## config.mk

```make
export PLATFORM = sky130hd
export DESIGN_NAME = uart_tx_serializer
export DESIGN_NICKNAME = d
export VERILOG_FILES = /design/src/rtl/uart_pkg.sv /design/src/rtl/uart_tx_serializer.sv
export SDC_FILE = /design/constraint.sdc
export NUM_CORES = 1
export LEC_CHECK = 0
export BUFFER_PORTS_ARGS = -buffer_cell sky130_fd_sc_hd__buf_4
export CAP_MARGIN = 20
export CORE_MARGIN = 2
export CORE_UTILIZATION = 55
export DETAILED_ROUTE_END_ITERATION = 12
export PLACE_DENSITY = 0.88
export REMOVE_ABC_BUFFERS = 1
export SKIP_CTS_REPAIR_TIMING = 1
export SLEW_MARGIN = 20
export SYNTH_ARGS = -nofsm -noshare
export SYNTH_HDL_FRONTEND = slang
export SYNTH_SLANG_ARGS = --single-unit
```

## constraint.sdc

```tcl
create_clock -name UCLK -period 5 [get_ports UCLK]
set_clock_uncertainty 0.05 [all_clocks]
set_input_delay 1 -clock UCLK [delete_from_list [all_inputs] [get_ports UCLK]]
set_output_delay 1 -clock UCLK [all_outputs]
set_load 0.05 [all_outputs]
```

## src/rtl/uart_pkg.sv

```systemverilog
// Shared UART definitions: frame FSM states, line levels and parity mode.
// Used by both the transmit serializer and the receive deserializer.
package uart_pkg;

    typedef enum logic [2:0] {
        IDLE,
        START,
        DATA,
        PARITY,
        STOP
    } uart_state_e;

    localparam logic UART_IDLE_LEVEL  = 1'b1;
    localparam logic UART_START_LEVEL = 1'b0;

    typedef enum logic {
        PAR_EVEN = 1'b0,
        PAR_ODD  = 1'b1
    } uart_parity_e;

endpackage

```

## src/rtl/uart_tx_serializer.sv

```systemverilog
// UART transmit serializer: start bit, LSB-first data, optional parity,
// stop bit(s), timed by an external oversample tick.
module uart_tx_serializer
    import uart_pkg::*;
#(
    parameter int DATA_WIDTH = 8,
    parameter int OVERSAMPLE = 16,
    parameter bit PARITY_EN  = 1'b1,
    parameter bit PARITY_ODD = 1'b0,
    parameter int STOP_BITS  = 1
) (
    input  logic                  UCLK,
    input  logic                  reset,
    input  logic                  baud_tick,
    input  logic [DATA_WIDTH-1:0] tx_data,
    input  logic                  tx_valid,
    output logic                  tx_ready,
    output logic                  tx_serial,
    output logic                  tx_busy,
    output logic                  tx_done
);

    localparam int CNT_W = $clog2(OVERSAMPLE);
    localparam int IDX_W = $clog2(DATA_WIDTH);

    localparam logic [CNT_W-1:0] CNT_LAST  = CNT_W'(OVERSAMPLE - 1);
    localparam logic [IDX_W-1:0] DATA_LAST = IDX_W'(DATA_WIDTH - 1);
    localparam logic [IDX_W-1:0] STOP_LAST = IDX_W'(STOP_BITS - 1);

    localparam uart_parity_e PAR_MODE = PARITY_ODD ? PAR_ODD : PAR_EVEN;

    uart_state_e           state_q, state_d;
    logic [CNT_W-1:0]      cnt_q, cnt_d;
    logic [IDX_W-1:0]      idx_q, idx_d;
    logic [DATA_WIDTH-1:0] shift_q, shift_d;
    logic                  par_q, par_d;
    logic                  serial_q, serial_d;
    logic                  done_q, done_d;
    logic                  bit_end;

    always_comb begin
        state_d  = state_q;
        cnt_d    = cnt_q;
        idx_d    = idx_q;
        shift_d  = shift_q;
        par_d    = par_q;
        done_d   = 1'b0;
        serial_d = UART_IDLE_LEVEL;
        bit_end  = 1'b0;

        if (state_q != IDLE && baud_tick) begin
            bit_end = (cnt_q == CNT_LAST);
            cnt_d   = bit_end ? '0 : cnt_q + 1'b1;
        end

        unique case (state_q)
            IDLE: begin
                cnt_d = '0;
                idx_d = '0;
                if (tx_valid) begin
                    state_d = START;
                    shift_d = tx_data;
                    par_d   = (^tx_data) ^ logic'(PAR_MODE);
                end
            end
            START: begin
                if (bit_end) state_d = DATA;
            end
            DATA: begin
                if (bit_end) begin
                    shift_d = shift_q >> 1;
                    if (idx_q == DATA_LAST) begin
                        idx_d   = '0;
                        state_d = PARITY_EN ? PARITY : STOP;
                    end else begin
                        idx_d = idx_q + 1'b1;
                    end
                end
            end
            PARITY: begin
                if (bit_end) state_d = STOP;
            end
            STOP: begin
                if (bit_end) begin
                    if (idx_q == STOP_LAST) begin
                        idx_d   = '0;
                        state_d = IDLE;
                        done_d  = 1'b1;
                    end else begin
                        idx_d = idx_q + 1'b1;
                    end
                end
            end
            default: state_d = IDLE;
        endcase

        // Line level follows the next state so tx_serial stays a flop output
        unique case (state_d)
            START:   serial_d = UART_START_LEVEL;
            DATA:    serial_d = shift_d[0];
            PARITY:  serial_d = par_d;
            default: serial_d = UART_IDLE_LEVEL;
        endcase
    end

    always_ff @(posedge UCLK or negedge reset) begin
        if (!reset) begin
            state_q  <= IDLE;
            cnt_q    <= '0;
            idx_q    <= '0;
            shift_q  <= '0;
            par_q    <= 1'b0;
            serial_q <= UART_IDLE_LEVEL;
            done_q   <= 1'b0;
        end else begin
            state_q  <= state_d;
            cnt_q    <= cnt_d;
            idx_q    <= idx_d;
            shift_q  <= shift_d;
            par_q    <= par_d;
            serial_q <= serial_d;
            done_q   <= done_d;
        end
    end

    assign tx_ready  = (state_q == IDLE);
    assign tx_busy   = (state_q != IDLE);
    assign tx_serial = serial_q;
    assign tx_done   = done_q;

endmodule

```

==> reports/qor.yml, run 1 <==
finish:
  layout-drive-gt1-share_pct: 17.0
  area_growth_pct: 11.9
  final.fill_count: 167
  layout.area.seq_um2: 527
  num_antenna_cells: 0
  multiInputGateArea_um2: 599
  final_nets: 158
  finalCoreUtilization_pct: 66.1
clock_tree:
  tritoncts: "built"
  clk_path_buf_depth: 2
  cts_num_sinks: 21
  cts_bufs_inserted: 3
  cts_htree_levels: 1
  root_buffer: "clkbuf_4"
  worst_skew_pair.late_latency_ns: 0.30
  clk_pin_slew_ns: 0.12
logic_synthesis:
  synth_largest_area_cell: "dfrtp_1"
  synth.avg_cell_area_um2: 9.10
  syn-cell-area_mm2: 0.00118
  netlist_top_cells_area: "dfrtp_1 42%, xnor2_1 5.2%, nand2_1 5.1%"
  yosysMostFrequentCell: "dfrtp_1"
  synthFlopType: "dfrtp_1"
  synth_enable_flop_cells: 0
  synth_seq_area_share_pct: 44.6
  synth.distinct_cells: 33
  synth_async_sr_flop_share_pct: 100
  yosys_register_bits: 21
  synth_cells: 130
  synth_top_area_share_pct: 42.3
  ys.warnings.count: 0
  list_of_most_frequent_post_synthesis_cells: "20 x dfrtp_1, 16 x nand2_1, 12 x nor2_1"
drt:
  route.final.wire_length_um: 2230
  remaining_drcs: 0
  antenna_violating_nets_post_route: 0
  drt-pass1-iter-count: 4
  route.detailed.wl_per_inst_um: 13.3
  routed-via-count: 992
  detail_route.iter0.violations: 28
  post_drt_via_cell_ratio: 5.90
floorplan:
  die_height_um: 50.4
  core_mm2: 0.00200
  io_pins: 16
  fp.dieArea_mm2: 0.00254
  std_cell_rows: 16
  chipWidth_um: 50.4
  initial_standard_cell_utilization_of_the_core_pct: 59.1
placed_design:
  io_buffer_count: 15
  post-place-ws_ns: 2.53
  routabilityCongestion: 0.873
  detailed_place_hpwl_um: 1700
pwr:
  pleak_uw: 0.000598
  power_density_mw_per_mm2: 487
  power.ir.vdd_worst_v: 0.000276
sta:
  worst_hold_slack_ns: 0.437
  unrepaired_setup_endpoints_after_global_routing: "false"
  max_slew_margin_pct: 57.1
  final.setup.tns_ns: 0
  timing_max_transition_violations_final: 0
  timing.final.crit_period_ns: 2.83
  finalSetupViolations: 0
  final_clock_period_utilization_by_the_worst_path_pct: 56.6
  worst_slack_ns: 2.17
  achievable-frequency_ghz: 0.354
  final_hold_viol_count: 0
  tightest_slew_ns: 0.638
worst_hold_path:
  holdCritPathClass: "reg2reg"
  cell_depth_of_the_worst_min_delay_path: 2
global_routing:
  gr-usage-all-layers_pct: 20.1
  grt_overflow_total: 0
  vias_in_the_first_global_route: 915
  grt_first_pass_wirelength_um: 3860
  grt_max_degree: 22
  antenna_violations_before_repair: 0
critical_path:
  timing.critical_path.required_ns: 3.95
  critical_path_peak_fanout: 15
  worst_setup_path_end_kind: "primary output"
  timing.reg2reg.worst_path_depth: 6
  crit_path_start_kind: "flip-flop"
  critPathKind: "reg2out"
  critical_path_arrival_ns: 1.78
status:
  status: "complete, no violations"
job:
  cap_viol_max_count: 0
layout make-up:
type	instances	share of cell area [%]
inverters	6	1.70
multi-input cells	95	45.3
flip-flops and latches	21	39.8
repair buffers	15	8.51
clock buffers	3	1.70
clock inverters	1	0.378
well taps	27	2.55
state kept, by name, indices dropped and copies added, names as in the netlist:
register and count:
tx_serial 1, par_q 1, shift_q 8, tx_done 1
idx_q 3, cnt_q 4, state_q 3
path summary, 6_finish.rpt:
path	endpoint	slack (ns)	start
max in group asynchronous	tx_serial	4.12	reset
max	tx_ready	2.17	state_q[0]
min reg2reg	shift_q[5]	0.44	shift_q[5]
max reg2reg	tx_serial	3.13	cnt_q[0]
min	shift_q[5]	0.44	shift_q[5]
min in group asynchronous	tx_done	0.50	reset
where the power goes:
part / internal [µW] / leakage [µW] / switching [µW]
registers: 238 / 0.000258 / 70.4
clock network: 29.8 / 0.0000177 / 50.5
logic: 108 / 0.000323 / 148
layout by cell type (no fill, tap or decap), types with 4 or more instances in the layout:
cell     instances
a21oi_1          6
a22oi_1          6
buf_4           15
dfrtp_1         20
ha_1             4
inv_1            6
nand2_1         16
nor2_1          12
nor3_1           6
o21ai_0          7
xnor2_1          7
per-stage QoR:
step                std cells  instance area, µm²  total power [µW]
global placement          164                1290               550
detailed placement        164                1290               566
CTS                       168                1320               648
global route              168                1320               700
finish                    168                1320               645
floorplan                 122                1150               493
kinds of logic after synthesis:
group | after synthesis | share of synthesized area (%)
and+or+nand+nor | 50 | 20.8
adders and majority gates | 4 | 4.23
DFF | 21 | 44.6
muxes | 3 | 2.54
xor gates and xnor gates | 8 | 5.93
buffers and inverters | 14 | 4.76
AOI/OAI and AO/OA | 30 | 17.1
critical path, cell delays in order, from the launching register on:
cell and delay [ns]:
dfrtp_1 0.56, nor3_1 0.60, buf_4 0.31
layer usage:
| layer | part of all wire, % | global-route usage, % | vias up | wire, µm |
|---|---|---|---|---|
| met3 | 5.1 | 2.98 | 6 | 114 |
| met2 | 50 | 35.5 | 37 | 1100 |
| met5 | 0 | 0 | - | 0 |
| met4 | 1.8 | 9.01 | 0 | 39 |
| li1 | - | - | 481 | - |
| met1 | 43 | 23.9 | 468 | 968 |
No activity file was read; power rests on OpenSTA's default activity.
==> inputs of run 2 (changes only) <==
- clock period: 5 -> 2.9 ns (I/O delays scaled with it)
==> run 2 against run 1 <==
Net effect: non-clock buffer count unchanged; register-to-register slack got worse by 2.1 ns; combinational power rose by 73%; hold slack got worse by 0.35 ns; cell count unchanged; clock power grew 72%; first-iteration DRC count rose by 21%; die area did not move; via count is 2.6% lower; critical endpoint unchanged; largest cell class unchanged.
==> reports/qor.yml, run 2 (synthesis results as in run 1) <==
status:
  status: "complete, no violations"  # unchanged
critical_path:
  critical_path_arrival_ns: 1.77  # was 1.78 ns
  critical_path_cell_with_the_highest_stage_delay: "nor3_1"  # unchanged
  critical_path_peak_fanout: 15  # unchanged
  crit_path_start_kind: "flip-flop"  # unchanged
  reg2reg_setup_slack_ns: 1.02  # was 3.13 ns
  critPathKind: "reg2out"  # unchanged
  timing.critical_path.depth: 2  # unchanged
  critical_path.max_stage_delay_ns: 0.60  # about the same
  crit_path_cell_trace: "nor3_1, buf_4"  # unchanged
  regToRegEndpoint: "idx_q[2]"  # was tx_serial
  crit_buf_inv: 1  # unchanged
  timing.reg2reg.worst_path_depth: 6  # unchanged
  crit-reg2reg-launch: "cnt_q[0]"  # unchanged
  critPathTopFamily: "simple AND/OR/NAND/NOR gates"  # unchanged
  timing.critical_path.required_ns: 2.27  # was 3.95 ns
  worst_setup_path_end_kind: "primary output"  # unchanged
pwr:
  pleak_uw: 0.000598  # unchanged
  power_density_mw_per_mm2: 841  # was 487 mW/mm²
  power.ir.vdd_worst_v: 0.000550  # was 0.000276 V
  report.power.total_uw: 1110  # was 645 µW
global_routing:
  grt_overflow_total: 0  # unchanged
  vias_in_the_first_global_route: 929  # was 915
  grt_first_pass_wirelength_um: 3940  # was 3860 µm
  antenna_violations_before_repair: 0  # unchanged
  gr-usage-all-layers_pct: 20.3  # was 20.1%
  grt_max_degree: 22  # unchanged
finish:
  final_cell_area_mm2: 0.00132  # unchanged
  final.fill_count: 173  # was 167
  area_growth_pct: 11.9  # unchanged
  layout-drive-gt1-share_pct: 17.0  # unchanged
  num_antenna_cells: 0  # unchanged
  biggestRegsByFlops: "shift_q x8, cnt_q x4"  # unchanged
  largest_register_ffs: 8  # unchanged
  instances_no_fill: 168  # unchanged
  final_nets: 158  # unchanged
  largest-register: "shift_q"  # unchanged
  most_common_cell_after_layout_fill_and_taps_aside: "dfrtp_1"  # unchanged
  final_cell_mix: "20 x dfrtp_1, 16 x nand2_1, 15 x buf_4"  # unchanged
floorplan:
  die_height_um: 50.4  # unchanged
  chipWidth_um: 50.4  # unchanged
  std_cell_rows: 16  # unchanged
  io_pins: 16  # unchanged
  fp.dieArea_mm2: 0.00254  # unchanged
  initial_standard_cell_utilization_of_the_core_pct: 59.1  # unchanged
  core_mm2: 0.00200  # unchanged
sta:
  achievable-frequency_ghz: 0.416
  final_clock_period_utilization_by_the_worst_path_pct: 82.9
  finalSetupViolations: 0  # unchanged
  unrepaired_setup_endpoints_after_global_routing: "false"  # unchanged
  timing.final.crit_period_ns: 2.40
  final_hold_viol_count: 0  # unchanged
  timing_max_transition_violations_final: 0  # unchanged
  max_slew_margin_pct: 56.9  # was 57.1%
  tightest_slew_ns: 0.642  # was 0.638 ns
clock_tree:
  root_buffer: "clkbuf_4"  # unchanged
  cts_bufs_inserted: 3  # unchanged
  worst_skew_pair.late_latency_ns: 0.30  # about the same
  cts_num_sinks: 21  # unchanged
  cts_htree_levels: 1  # unchanged
  tritoncts: "built"  # unchanged
  clk_path_buf_depth: 2  # unchanged
  clk_pin_slew_ns: 0.12  # about the same
drt:
  detail_route.iter0.violations: 34  # was 28
  antenna_violating_nets_post_route: 0  # unchanged
  route.final.wire_length_um: 2270  # was 2230 µm
  drt-pass1-iter-count: 4  # unchanged
  remaining_drcs: 0  # unchanged
  post_drt_via_cell_ratio: 5.75  # was 5.90
  route.detailed.wl_per_inst_um: 13.5  # was 13.3 µm
  routed-via-count: 966  # was 992
worst_hold_path:
  holdCritPathClass: "in2async"  # was reg2reg
placed_design:
  placed_instance_area_mm2: 0.00129  # unchanged
  io_buffer_count: 15  # unchanged
  detailed_place_hpwl_um: 1730  # was 1700 µm
  numPlacedInstances: 164  # unchanged
  routabilityCongestion: 0.873  # about the same
job:
  cap_viol_max_count: 0  # unchanged
==> run 2: cell counts in the layout (fill, tap and decap cells not counted) <==
No cell type changed its count.
==> run 2: per-stage QoR <==
step	TNS, ns	hold WS, ns	utilization (%)	setup WS (ns)
finish	0	0.0872	66.1	0.496
CTS	0	0.0857	66.1	0.498
detailed placement	0	0.413	64.7	0.846
global placement	0	0.409	64.7	0.856
floorplan	-0.215	0.234	-	-0.215
global route	0	0.0846	66.1	0.319
==> run 2: how the worst max path moves through the flow <==
| stage | to | slack, ns | from |
|---|---|---|---|
| finish | tx_ready | 0.50 | state_q[0] |
| CTS | tx_ready | 0.50 | state_q[0] |
| global placement | tx_ready | 0.86 | state_q[0] |
| floorplan | tx_busy | -0.22 | state_q[0] |
| detailed placement | tx_ready | 0.85 | state_q[0] |
| global route | tx_busy | 0.32 | state_q[0] |
==> run 2: power breakdown <==
part           switching [µW]  internal (µW)
Combinational             257            186
Clock                    86.8           51.3
Sequential                122            410
Total                     465            647
==> run 2: area by class of cell <==
type / instances / area [µm²] / share of cell area [%]
multi-input combinational: 95 / 599 / 45.3
sequential: 21 / 527 / 39.8
timing repair buffer: 15 / 113 / 8.51
tap: 27 / 33.8 / 2.55
clock buffer: 3 / 22.5 / 1.70
inverter: 6 / 22.5 / 1.70
clock inverter: 1 / 5.00 / 0.378
==> run 2: per-layer routing <==
| metal | wire length (µm) | part of all wire, % | GRT usage (%) | up-vias |
|---|---|---|---|---|
| li1 | - | - | - | 480 |
| met1 | 1020 | 45 | 25.5 | 463 |
| met2 | 1140 | 50 | 35.1 | 19 |
| met3 | 65 | 2.9 | 2.38 | 4 |
| met4 | 40 | 1.8 | 8.56 | 0 |
| met5 | 0 | 0 | 0 | - |
